$ cat config.mk
export PLATFORM = sky130hd
export DESIGN_NAME = boa_div_iter
export DESIGN_NICKNAME = d
export VERILOG_FILES = /design/src/rtl/boa_div_iter.sv
export SDC_FILE = /design/constraint.sdc
export NUM_CORES = 1
export LEC_CHECK = 0
export CORE_UTILIZATION = 55
export CTS_CLUSTER_SIZE = 8
export DETAILED_ROUTE_END_ITERATION = 10
export PLACE_DENSITY = 0.8
export SLEW_MARGIN = 20
export SYNTH_ARGS = -nofsm -noshare
export SYNTH_HDL_FRONTEND = slang
export SYNTH_SLANG_ARGS = --single-unit
$ cat constraint.sdc
create_clock -name clk -period 7.57 [get_ports clk]
set_input_delay 1.514 -clock clk [delete_from_list [all_inputs] [get_ports clk]]
set_output_delay 1.514 -clock clk [all_outputs]
set_load 0.05 [all_outputs]
$ cat src/rtl/boa_div_iter.sv
// boa_div_iter -- iterative restoring divider, signed or unsigned.
//
// Resolves `unroll` quotient bits per clock. It takes N = width/unroll CALC
// cycles, then one FIX cycle that applies the signs, then the result is held
// in DONE until the consumer takes it. A divide by zero skips CALC/FIX. It
// goes straight to DONE with an all-ones quotient and the dividend as the
// remainder.
//
// Parameters
//   width   operand/result width (>= 2)
//   unroll  quotient bits per cycle (must divide width)
//
// Ports
//   clk, rst_n         clock, asynchronous active-low reset
//   flush              synchronous cancel; blocks any accept that cycle
//   d_valid/d_ready    operand handshake (u, lhs, rhs)
//   u                  1 = unsigned, 0 = two's complement
//   lhs, rhs           dividend, divisor
//   q_valid/q_ready    result handshake (div_res, mod_res)
//   div_res, mod_res   quotient (truncated toward zero), remainder (sign of lhs)

// One restoring step: shift the next dividend bit into the partial remainder.
// Subtract the divisor if it fits, and shift the resulting quotient bit into quo.
module boa_div_step #(
  parameter int width = 32
) (
  input  logic [width-1:0] rem_cur,
  input  logic [width-1:0] quo_cur,
  input  logic [width-1:0] dvs,
  output logic [width-1:0] rem_nxt,
  output logic [width-1:0] quo_nxt
);
  logic [width:0] trial;
  logic [width:0] diff;
  logic           fits;

  // The partial remainder is always < dvs, so trial < 2*dvs.
  // Whichever branch is taken, the new remainder fits in width bits.
  assign trial   = {rem_cur, quo_cur[width-1]};
  assign diff    = trial - {1'b0, dvs};
  assign fits    = ~diff[width];
  assign rem_nxt = fits ? diff[width-1:0] : trial[width-1:0];
  assign quo_nxt = {quo_cur[width-2:0], fits};
endmodule

module boa_div_iter #(
  parameter int width  = 32,
  parameter int unroll = 1
) (
  input  logic             clk,
  input  logic             rst_n,
  input  logic             flush,
  input  logic             d_valid,
  output logic             d_ready,
  input  logic             u,
  input  logic [width-1:0] lhs,
  input  logic [width-1:0] rhs,
  output logic             q_valid,
  input  logic             q_ready,
  output logic [width-1:0] div_res,
  output logic [width-1:0] mod_res
);
  localparam int N  = width / unroll;
  localparam int CW = $clog2(N + 1);
  localparam logic [CW-1:0] CNT_N = CW'(N);
  localparam logic [CW-1:0] CNT_1 = CW'(1);

  typedef enum logic [1:0] {IDLE, CALC, FIX, DONE} state_t;

  state_t          state, state_nxt;
  logic [CW-1:0]   count;
  logic [width-1:0] rem;      // partial remainder
  logic [width-1:0] quo;      // dividend bits shift out, quotient bits shift in
  logic [width-1:0] dvs;      // divisor magnitude
  logic            neg_q;
  logic            neg_r;

  logic             accept;
  logic             lhs_neg, rhs_neg, rhs_zero;
  logic [width-1:0] lhs_mag, rhs_mag;
  logic [width-1:0] rem_step, quo_step;

  // ---------------------------------------------------------------- handshake
  assign d_ready = (state == IDLE) || ((state == DONE) && q_ready);
  assign q_valid = (state == DONE);
  assign accept  = d_valid && d_ready && !flush;

  // ------------------------------------------------------- operand conditioning
  // The magnitude of the most-negative value is the same bit pattern read
  // as unsigned. That lets the overflow case flow through CALC/FIX unchanged.
  assign lhs_neg  = !u && lhs[width-1];
  assign rhs_neg  = !u && rhs[width-1];
  assign lhs_mag  = lhs_neg ? -lhs : lhs;
  assign rhs_mag  = rhs_neg ? -rhs : rhs;
  assign rhs_zero = (rhs == '0);

  // --------------------------------------------------------- unrolled stepping
  for (genvar g = 0; g < unroll; g++) begin : g_step
    logic [width-1:0] rem_pre, quo_pre, rem_post, quo_post;

    if (g == 0) begin : g_head
      assign rem_pre = rem;
      assign quo_pre = quo;
    end else begin : g_link
      assign rem_pre = g_step[g-1].rem_post;
      assign quo_pre = g_step[g-1].quo_post;
    end

    boa_div_step #(.width(width)) u_step (
      .rem_cur (rem_pre),
      .quo_cur (quo_pre),
      .dvs     (dvs),
      .rem_nxt (rem_post),
      .quo_nxt (quo_post)
    );
  end

  assign rem_step = g_step[unroll-1].rem_post;
  assign quo_step = g_step[unroll-1].quo_post;

  // ---------------------------------------------------------------------- FSM
  always_ff @(posedge clk or negedge rst_n) begin
    if (!rst_n) state <= IDLE;
    else        state <= state_nxt;
  end

  always_comb begin
    state_nxt = state;
    if (flush) begin
      state_nxt = IDLE;
    end else begin
      case (state)
        IDLE: if (accept) state_nxt = rhs_zero ? DONE : CALC;
        CALC: if (count == CNT_1) state_nxt = FIX;
        FIX:  state_nxt = DONE;
        DONE: if (q_ready) begin
                // retire; a same-cycle accept starts the next op with no bubble
                if (accept) state_nxt = rhs_zero ? DONE : CALC;
                else        state_nxt = IDLE;
              end
        default: state_nxt = IDLE;
      endcase
    end
  end

  // ----------------------------------------------------------------- datapath
  always_ff @(posedge clk or negedge rst_n) begin
    if (!rst_n) begin
      count   <= '0;
      rem     <= '0;
      quo     <= '0;
      dvs     <= '0;
      neg_q   <= 1'b0;
      neg_r   <= 1'b0;
      div_res <= '0;
      mod_res <= '0;
    end else if (flush) begin
      count <= '0;
    end else if (accept) begin
      neg_q <= lhs_neg ^ rhs_neg;
      neg_r <= lhs_neg;
      if (rhs_zero) begin
        count   <= '0;
        div_res <= '1;
        mod_res <= lhs;
      end else begin
        count <= CNT_N;
        rem   <= '0;
        quo   <= lhs_mag;
        dvs   <= rhs_mag;
      end
    end else if (state == CALC) begin
      count <= count - CNT_1;
      rem   <= rem_step;
      quo   <= quo_step;
    end else if (state == FIX) begin
      div_res <= neg_q ? -quo : quo;
      mod_res <= neg_r ? -rem : rem;
    end
  end
endmodule

==> metrics.txt <==
total power 3.77 mW; CTS Buffer Depth 2; Ports 136; detailed-route via count 10504; hold_sp mod_res[23]$_DFFE_PN0P_; final setup vio count 0; capture point of the worst reg-to-reg path g_step[0].rem_pre[1]$_DFFE_PN0P_; antenna violations before repair 0; area grow syn2layout 19.2%; worst-margin pin slew 1090 ps; reg2reg start g_step[0].quo_pre[31]$_DFFE_PN0P_; Synth Cell Area 0.0114 mm²; Filler cells 1673; Crit Path Category input pin to flip-flop; final core occ 67.2%; number of flops mapped to enable cells by yosys 0; YS warnings 0; Tcrit/Tclk final 68.9%; Design Area, Final 0.0136 mm²; register bit total from synthesis 170; GRT Util Overall 29.3%; Setup WS pre-CTS 1960 ps; Synth area leader dfrtp_1; unique cell type count in the Yosys netlist 60; cells along the critical path clkdlybuf4s50_1 > inv_1 > ha_1 > nor3b_1 > nand3_1 > or3_1 > or3_1 > or3_1 > nand2_1 > nand2_1 > o211ai_1 > o21ai_1; largest net degree at the start of global routing 71; crit path from rhs[0]; Worst Hold Depth 2; # DRC 0; 1st-iter DRT viols 934; RD Place Congestion 0.921; Port Buffers 135; Worst-path clk slew 70 ps; R2R depth 12; DP Cell Count 1738; CP max-delay cell nand2_1; Min-Delay Path Class flip-flop to flip-flop; top cells by area, synth dfrtp_1, a21oi_1, xor2_1; Num CTS Buffers 17; Via density 5.93; GRT busiest layer met2; required time of the critical path 7870 ps; RSZ-0062 raised after global routing false; Final Non-Filler Cells 1771; Final Hold Vio Count 0; met2 Resource Use GR 50.4%; Initial Utilization 56.3%; Levels on crit path 12; DR pass1 iterations 5; Final #Nets 1597; worst-path fanout max 14; VDD IR max 0.171 mV; post-synth top area share 37.2%; layout cell share with drive strength beyond 1 4.73%; antenna viol nets, final 0; area post-placement 0.0130 mm²; pwr dens 277 mW/mm²; first-pass GRT wire length 50100 µm; Synth Area per Inst 8.22 µm²; Rows 52; area of the multi-input gates 0.00673 mm²; commonest non-fill, non-tap cells in the layout dfrtp_1, nand2_1, nor2_1; dpl hpwl 22300 µm; Num Clock Sinks 170; vias in the first global route 9850; register area 0.00425 mm²; status finished clean; Die Span Y 146 µm; CP Data Arrival Time 5510 ps; Die X 146 µm; hold_buf cts 0; crit path launch type input pin; top_reg_cell synth dfrtp_1; drt wl/cell 17.2 µm; die area 0.0214 mm²; worst hold slack 485 ps; CP top delay family simple AND/OR/NAND/NOR gates; final worst setup slack 2360 ps; Hold Path End mod_res[23]$_DFFE_PN0P_; Diodes inserted 0; MaxCap Viol Count 0; Worst Path Buf+Inv 2; CTS root buffer clkbuf_16; ys async rst share 100%; PostCTS Resize Cnt 0; global-route track usage on met1 38.2%; Worst Setup End Kind flip-flop; CTS tree yes; commonest non-fill, non-tap cell in the layout dfrtp_1; Post-Syn Nets 1500; total gr overflow 0; slew margin rel. 27.2%; Post-CTS Setup Bufs 0; sequential area share after synthesis 37.2%; met3 GRT Util 3.88%; post-synthesis cell count 1391; Routed WL 30500 µm; min Tclk post-route 5210 ps; H-tree depth 4; FMAX 192 MHz; Core Area 0.0203 mm²; Worst-Skew Late Latency 440 ps; cell mode on critical path or3_1; max-slew violations 0; Setup TNS 0 ps; Max Clock Skew 8.75 ps; P_leak 6.01 nW; CP max stage delay 600 ps; R2R Setup Slk 3730 ps
-- worst register-to-register path, stage by stage (launching register included) --
cell and delay [ps]:
dfrtp_1 340, inv_1 120, ha_1 250, fa_1 420, nor2b_1 190, o2111ai_1 170, nand3_1 200, nand3_1 100
nand4_1 200, a21o_1 190, nand3_2 820, mux2_2 630, o22ai_1 120
-- how the worst max path moves through the flow --
stage	endpoint	slack, ps
global route	g_step[0].quo_pre[1]$_DFFE_PN0P_	2070
finish	g_step[0].quo_pre[1]$_DFFE_PN0P_	2360
detailed placement	g_step[0].quo_pre[1]$_DFFE_PN0P_	1960
CTS	g_step[0].quo_pre[1]$_DFFE_PN0P_	2410
global placement	g_step[0].quo_pre[24]$_DFFE_PN0P_	2140
floorplan	g_step[0].rem_pre[2]$_DFFE_PN0P_	3580
-- final cells by class --
cell class / count / area share (%)
clock buffer: 20 / 3.42
clock inverter: 12 / 1.36
inverter: 53 / 1.46
multi-input combinational: 1100 / 49.4
sequential: 170 / 31.2
tap: 270 / 2.48
timing repair buffer: 146 / 10.7
-- registers in the layout, summed over array words and instances, names as in the netlist --
name and flops:
div_res 32, dvs 32, g_step.quo_pre 32, g_step.rem_pre 32, mod_res 32, count 6, state 2, neg_q 1
neg_r 1
-- layer usage --
layer | wire, µm | vias to the layer above
met5 | 0 | -
met4 | 720 | 0
met3 | 1540 | 54
met2 | 15100 | 341
met1 | 13100 | 5023
li1 | - | 5086
-- Yosys cell counts, drive strengths merged, types with 4 or more instances --
library cell and count:
inv 53, nor2 148, a211oi 9, o211ai 11
and3 4, nor4 13, nand2b 15, o41ai 15
dfrtp 170, or3 22, mux2 5, nor3 21
a21oi 140, ha 38, xor2 80, nor2b 15
buf 13, a21o 15, nand4 6, clkbuf 53
nand2 167, o21ai 161, o31ai 26, xnor2 62
nand3 22, or4 17, o21a 6, mux2i 37
a31oi 12
-- cell families (layout without fill, tap and decap cells) --
group / Yosys count / in the layout / synth area share, %
muxes: 42 / 42 / 3.73
AOI/OAI and AO/OA: 415 / 415 / 21.0
DFF: 170 / 170 / 37.2
and+or+nand+nor: 462 / 462 / 18.6
xor gates and xnor gates: 142 / 142 / 10.9
adders and majority gates: 39 / 39 / 4.33
buffers and inverters: 121 / 231 / 4.29
-- where the power goes --
part / total, mW / leakage (nW) / internal, mW / switching, mW
sequential: 1.30 / 2.21 / 1.11 / 0.194
combinational: 1.51 / 3.49 / 0.563 / 0.942
clock: 0.966 / 0.306 / 0.583 / 0.383
total: 3.77 / 6.01 / 2.25 / 1.52
(Power assumes the default switching activity.)
